File: src/rtl/sm_table_pkg.sv
// Shared types and default geometry for the next-state table controller.
package sm_table_pkg;

   localparam int STATE_W_DEF   = 3;
   localparam int IN_W_DEF      = 3;
   localparam int ADDR_W_DEF    = STATE_W_DEF + IN_W_DEF;
   localparam int TBL_DEPTH_DEF = 1 << ADDR_W_DEF;

   typedef enum logic [1:0] {
      ST_INIT,
      ST_RUN,
      ST_PROG
   } fsm_e;

   function automatic int tbl_depth(input int aw);
      return 1 << aw;
   endfunction

endpackage

File: src/rtl/sm_table_ctrl_btn_sync.sv
// Multi-flop synchroniser for the raw board buttons.
module btn_sync
   import sm_table_pkg::*;
#(
   parameter int WIDTH  = IN_W_DEF,
   parameter int STAGES = 2
) (
   input  logic             CLK,
   input  logic             RESET,
   input  logic [WIDTH-1:0] d_i,
   output logic [WIDTH-1:0] q_o
);

   logic [WIDTH-1:0] sync_q [STAGES];

   always_ff @(posedge CLK) begin
      if (RESET) begin
         for (int i = 0; i < STAGES; i++) sync_q[i] <= '0;
      end else begin
         sync_q[0] <= d_i;
         for (int i = 1; i < STAGES; i++) sync_q[i] <= sync_q[i-1];
      end
   end

   assign q_o = sync_q[STAGES-1];

endmodule

File: src/rtl/sm_table_ctrl.sv
// Writable next-state table controller: init, host programming, paced run.
// Optional registered readback port enabled by SM_TABLE_READBACK_EN.
module sm_table_ctrl
   import sm_table_pkg::*;
#(
   parameter int STATE_W     = STATE_W_DEF,
   parameter int IN_W        = IN_W_DEF,
   parameter int STEP_DIV    = 1,
   parameter int SYNC_STAGES = 2
) (
   input  logic                    CLK,
   input  logic                    RESET,
   input  logic [IN_W-1:0]         BTN,
   input  logic                    PROG_REQ,
   input  logic                    PROG_VALID,
   output logic                    PROG_READY,
   input  logic [STATE_W+IN_W-1:0] PROG_ADDR,
   input  logic [STATE_W-1:0]      PROG_DATA,
   output logic [STATE_W-1:0]      STATE_OUT,
   output logic                    BUSY
`ifdef SM_TABLE_READBACK_EN
   ,
   output logic [STATE_W-1:0]      PROG_RDATA
`endif
);

   localparam int ADDR_W = STATE_W + IN_W;
   localparam int DEPTH  = tbl_depth(ADDR_W);
   localparam int CNT_W  = (STEP_DIV > 1) ? $clog2(STEP_DIV) : 1;
   localparam logic [CNT_W-1:0] CNT_LAST = CNT_W'(STEP_DIV - 1);

   fsm_e               fsm_q, fsm_d;
   logic [ADDR_W-1:0]  ptr_q, ptr_d;
   logic [CNT_W-1:0]   cnt_q, cnt_d;
   logic [STATE_W-1:0] state_q, state_d;
   logic [STATE_W-1:0] tbl_q [DEPTH];
   logic [IN_W-1:0]    btn_s;
   logic               tick;
   logic               we;
   logic [ADDR_W-1:0]  waddr;
   logic [STATE_W-1:0] wdata;

   btn_sync #(
      .WIDTH (IN_W),
      .STAGES(SYNC_STAGES)
   ) u_sync (
      .CLK  (CLK),
      .RESET(RESET),
      .d_i  (BTN),
      .q_o  (btn_s)
   );

   assign tick       = (fsm_q == ST_RUN) && (cnt_q == CNT_LAST);
   assign PROG_READY = !RESET && (fsm_q == ST_PROG) && PROG_REQ;
   assign BUSY       = RESET || (fsm_q != ST_RUN);
   assign STATE_OUT  = state_q;

   always_comb begin
      fsm_d   = fsm_q;
      ptr_d   = ptr_q;
      cnt_d   = cnt_q;
      state_d = state_q;
      we      = 1'b0;
      waddr   = ptr_q;
      wdata   = ptr_q[ADDR_W-1:IN_W];
      unique case (fsm_q)
         ST_INIT: begin
            // self-loop fill: entry holds its own state field
            we    = 1'b1;
            ptr_d = ptr_q + ADDR_W'(1);
            if (&ptr_q) fsm_d = ST_RUN;
         end
         ST_RUN: begin
            cnt_d = tick ? '0 : cnt_q + CNT_W'(1);
            if (tick) state_d = tbl_q[{state_q, btn_s}];
            if (PROG_REQ) fsm_d = ST_PROG;
         end
         ST_PROG: begin
            we    = PROG_READY && PROG_VALID;
            waddr = PROG_ADDR;
            wdata = PROG_DATA;
            if (!PROG_REQ) fsm_d = ST_RUN;
         end
         default: fsm_d = ST_INIT;
      endcase
   end

   always_ff @(posedge CLK) begin
      if (RESET) begin
         fsm_q   <= ST_INIT;
         ptr_q   <= '0;
         cnt_q   <= '0;
         state_q <= '0;
      end else begin
         fsm_q   <= fsm_d;
         ptr_q   <= ptr_d;
         cnt_q   <= cnt_d;
         state_q <= state_d;
      end
   end

   always_ff @(posedge CLK) begin
      if (we && !RESET) tbl_q[waddr] <= wdata;
   end

`ifdef SM_TABLE_READBACK_EN
   logic [STATE_W-1:0] rdata_q;

   // sampled before the same-cycle write lands
   always_ff @(posedge CLK) begin
      if (RESET) rdata_q <= '0;
      else if (fsm_q == ST_PROG) rdata_q <= tbl_q[PROG_ADDR];
   end

   assign PROG_RDATA = rdata_q;
`endif

endmodule

File: config.mk
export PLATFORM = sky130hd
export DESIGN_NAME = sm_table_ctrl
export DESIGN_NICKNAME = d
export VERILOG_FILES = /design/src/rtl/sm_table_pkg.sv /design/src/rtl/sm_table_ctrl_btn_sync.sv /design/src/rtl/sm_table_ctrl.sv
export SDC_FILE = /design/constraint.sdc
export NUM_CORES = 1
export LEC_CHECK = 0
export BUFFER_PORTS_ARGS = -buffer_cell sky130_fd_sc_hd__buf_2
export CORE_ASPECT_RATIO = 1.5
export CORE_UTILIZATION = 65
export CTS_BUF_LIST = sky130_fd_sc_hd__clkbuf_4
export DETAILED_ROUTE_END_ITERATION = 12
export PLACE_DENSITY = 0.79
export SYNTH_ARGS = -nofsm -noshare
export SYNTH_HDL_FRONTEND = slang
export SYNTH_SLANG_ARGS = --single-unit
File: constraint.sdc
create_clock -name CLK -period 2.6 [get_ports CLK]
set_input_delay 0.13 -clock CLK [delete_from_list [all_inputs] [get_ports CLK]]
set_output_delay 0.13 -clock CLK [all_outputs]
set_load 0.005 [all_outputs]
==> impl_summary.txt <==
----------------------------------------------------
[Status]
  Result of the run ... finished, final reports clean

[Setup path]
  Worst flop-to-flop path startpoint ... u_sync.sync_q[0][3]
  Worst reg2reg endpoint ... STATE_OUT[1]
  Combined buffer and inverter count along the critical path ... 1
  Path depth of the worst reg2reg path ... 6
  Critical path's largest stage delay ... 0.60 ns
  Setup slack on the worst flop-to-flop path ... 0.18 ns
  List of cells traversed by the critical path ... buf_4 > mux4_1 > mux2i_1 > nor3_1 > a2111oi_0 > a211oi_1
  Crit path depth ... 6
  Critical path startpoint category ... flip-flop
  Crit end category ... flip-flop
  Required @ worst endpoint ... approximately 3.0 ns
  Maximum fanout encountered on the critical timing path ... 12
  Classification of the worst setup path ... flip-flop to flip-flop
  Critical path's top delay family ... multiplexers
  Master of the slowest instance on the critical path ... mux4_1
  CP arrival ... roughly 2.9 ns

[GRT]
  Overall overflow remaining after global route ... 0
  Initial antenna violation count ... 1
  Pin count of the biggest net entering global routing ... 65
  Vias in the first global route ... just over 5k
  All-layer global routing usage ... between 20% and 30%
  First-pass GRT wire length ... roughly 27000 µm

[Pwr]
  Switching part of the total power ... roughly a fifth
  Relative contribution of sequential cells to total power ... 58.4%
  Internal power ... 4.968 mW
  Net Switching ... 1.298 mW
  Worst vdd rail ir drop ... between 0.5 and 0.6 mV
  Power per unit of standard cell area ... around 650 mW/mm²
  Clock group share of total power ... a little under two fifths
  Power share of the combinational group ... approximately 3.6%
  LEAKAGE ... ~3.2 nW

[CTS]
  Number of buffers created by CTS ... 45
  Maximum count of clock buffers along a single path ... 3
  Number of gates resized after CTS ... 0
  Number of clock sinks ... 210
  Clock transition at the register clock pins on the worst setup and hold paths after CTS ... approximately 0.070 ns
  Clock root buffer ... clkbuf_4
  H-tree Lvls ... 2
  Clock network latency to the later pin of the worst-skew pair ... between 0.5 and 0.6 ns
  Post-CTS Setup Inserts ... 0
  Clock tree from TritonCTS ... yes

[Yosys]
  Synthesized area divided by synthesized cell count ... about 17 µm²
  Net count of the mapped netlist ... between 500 and 600
  Number of distinct library cell variants in the gate-level netlist after synthesis ... 46
  Post-synthesis instance area ... between 0.008 and 0.009 mm²
  EDFF count, synth ... about 190
  FF+latch count, synth ... 210
  Sequential element share of the synthesized area ... between 70% and 80%
  Warning count from the yosys run ... 0
  Main synth FF type ... edfxtp_1
  FFs w/ async S/R, synth ... 0%
  Synthesized instance count ... roughly 500

[Final layout]
  Multi-input gate area ... 0.002370 mm²
  FILL cells ... between 800 and 900
  Count of nets after finishing ... approximately 600
  Share of final-layout standard cells stronger than drive strength 1 ... 21.88%
  Area Growth Syn to Fin ... 10.28%
  Sequential standard cell area ... approximately 0.0061 mm²
  Count of placed standard cells in the final layout, fillers left out ... 768

[STA]
  Slew HR ... 56.80%
  Final count of pins violating max slew ... 0
  Final min period ... roughly 2.4 ns
  Hold violation count in the final report ... 0
  Sum Neg Setup Slack ... 0 ns
  Largest clock skew in the final design ... 0.02824 ns
  Actual slew at the worst max-slew pin ... about 0.65 ns
  Fmax ... around 0.41 GHz
  Final period util ... slightly above 90%
  RSZ-0062 raised after global routing ... false
  Final setup violation count ... 0

[Placement]
  Final weighted congestion of routability-driven global placement ... about 0.8
  Placed wire-length estimate after detailed placement ... ~12000 µm
  Count of buffers from port buffering ... 20
  Placed Cells incl. Taps ... between 600 and 700

[Route]
  Number of routed nets with antenna violations ... 0
  Initial DRC Count ... between 400 and 500
  Wire per inst ... between 20 and 25 µm
  Residual DRC ... 0
  Via count ... 4867
  First drt pass iteration count ... 7
  Vias per cell ... between 6 and 7
  Detailed-route wire length ... approximately 18000 µm

[Min path]
  End point of the worst hold path ... tbl_q[7][2]
  Worst hold path startpoint ... PROG_DATA[2]
  Worst Hold Depth ... 4
  Classification of the worst-slack hold path ... primary input to flip-flop

[Die]
  Full die area ... between 0.01 and 0.015 mm²
  Die X-Extent ... approximately 96 µm
  Count of standard-cell rows ... slightly above 50
  Die boundary height ... 143.6 µm
  Number of ports placed on the die boundary ... 21
  Core box area ... roughly 0.013 mm²
  Starting utilization of the core area ... 66.75%

[Flow run]
  Max-capacitance violation count ... 0

----------------------------------------------------
## worst reg2reg max path: stages (launching register included)
cell       delay (ns)
dfxtp_2          0.51
buf_4            0.31
mux4_1           0.61
mux2i_1          0.24
nor3_1           0.07
a2111oi_0        0.45
a211oi_1         0.09
## cell usage in the layout (no fill, tap or decap), types with 2 or more instances in the layout
cell,n
buf_12,2
a21oi_1,5
buf_4,11
mux2_2,3
nor2b_1,10
nor3_1,3
and2_1,2
dlygate4sd3_1,8
nand2b_1,4
buf_2,20
dfxtp_1,16
clkinv_1,9
or3_1,4
mux4_2,22
edfxtp_1,192
mux4_1,22
mux2i_1,30
nand2_1,44
inv_2,2
clkbuf_4,69
xnor2_1,2
inv_1,3
nand3b_1,8
nand3_1,8
nor2_1,77
xor2_1,2
o21ai_0,2
dfxtp_2,2
clkinv_2,2
o31ai_1,2
a22oi_1,4
nand4_1,2
a221oi_1,2
## cell usage after synthesis (all sizes together), types with 5 or more instances
cell type / n / area [µm²]
a21oi: 5 / 25.02
nor2: 77 / 289.0
clkbuf: 7 / 35.02
mux4: 44 / 1074
nand2: 44 / 165.2
nand3: 8 / 40.04
dfxtp: 18 / 360.4
buf: 15 / 138.9
mux2i: 30 / 300.3
nand3b: 8 / 60.06
nor2b: 10 / 62.56
edfxtp: 192 / 5766
## area by class of cell
cell class | instances | area share, %
sequential | 210 | 63.95
multi-input combinational | 272 | 24.73
clock buffer | 69 | 5.405
timing repair buffer | 41 | 3.160
tap | 159 | 2.076
clock inverter | 13 | 0.5353
inverter | 3 | 0.1175
antenna | 1 | 0.02611
## power by group through the flow
| stage | registers (mW) | logic, mW | clock network [mW] |
|---|---|---|---|
| after floorplan | 3.73 | 0.159 | 0 |
| after detailed placement | 3.74 | 0.216 | 0 |
| after global placement | 3.74 | 0.207 | 0 |
| final | 3.66 | 0.226 | 2.38 |
| after CTS | 3.66 | 0.225 | 2.40 |
| after global routing | 3.66 | 0.239 | 2.55 |
## worst max-delay path by stage
stage	startpoint	endpoint	slack [ns]
after CTS	u_sync.sync_q[0][3]	STATE_OUT[2]	0.19
after floorplan	fsm_q[1]	tbl_q[0][0]	0.46
after detailed placement	u_sync.sync_q[0][3]	STATE_OUT[2]	0.22
after global routing	u_sync.sync_q[0][3]	STATE_OUT[1]	0.12
final	u_sync.sync_q[0][3]	STATE_OUT[1]	0.18
after global placement	u_sync.sync_q[0][3]	STATE_OUT[2]	0.30
## flip-flops by register name, summed over array words and instances, names as in the netlist
name	count
u_sync.sync_q	6
fsm_q	2
tbl_q	192
ptr_q	6
cnt_q	1
STATE_OUT	3
## cells by family (layout without fill, tap and decap cells)
family | Yosys count | in the layout | share of synthesized area (%)
flops | 210 | 210 | 70.50
buf+inv | 26 | 126 | 2.232
mux | 77 | 77 | 16.20
xor+xnor | 4 | 4 | 0.4032
fa+ha+maj | 1 | 1 | 0.1440
compound gates | 25 | 25 | 2.117
other cells | 0 | 1 | 0
simple gates | 165 | 165 | 8.409
## routing by layer
| layer | vias to the layer above | track usage, % | wire length (µm) |
|---|---|---|---|
| li1 | 2156 | - | - |
| met1 | 2405 | 32.56 | 6332 |
| met2 | 252 | 48.34 | 9653 |
| met3 | 54 | 5.132 | 1128 |
| met4 | 0 | 13.31 | 659 |
| met5 | - | 0 | 0 |
## timing repair
item                                    in CTS  in global routing
endpoints found under the setup margin       0                  0
hold buffers                                 8                  0
endpoints found under the hold margin       14                  0
## metrics by stage
stage                     worst slack, ns  cell area [µm²]  utilization [%]  total power, mW  hold WS (ns)
after floorplan                    0.4619             8690                -            3.886        0.2582
after global placement             0.3027             8931            68.61            3.942        0.3383
after detailed placement           0.2187             8931            68.61            3.952        0.3490
after CTS                          0.1911             9580            73.60            6.289        0.2690
after global routing               0.1214             9583            73.62            6.448        0.2909
final                              0.1760             9583            73.62            6.265        0.2791
Power figures use the tool's default switching activity.
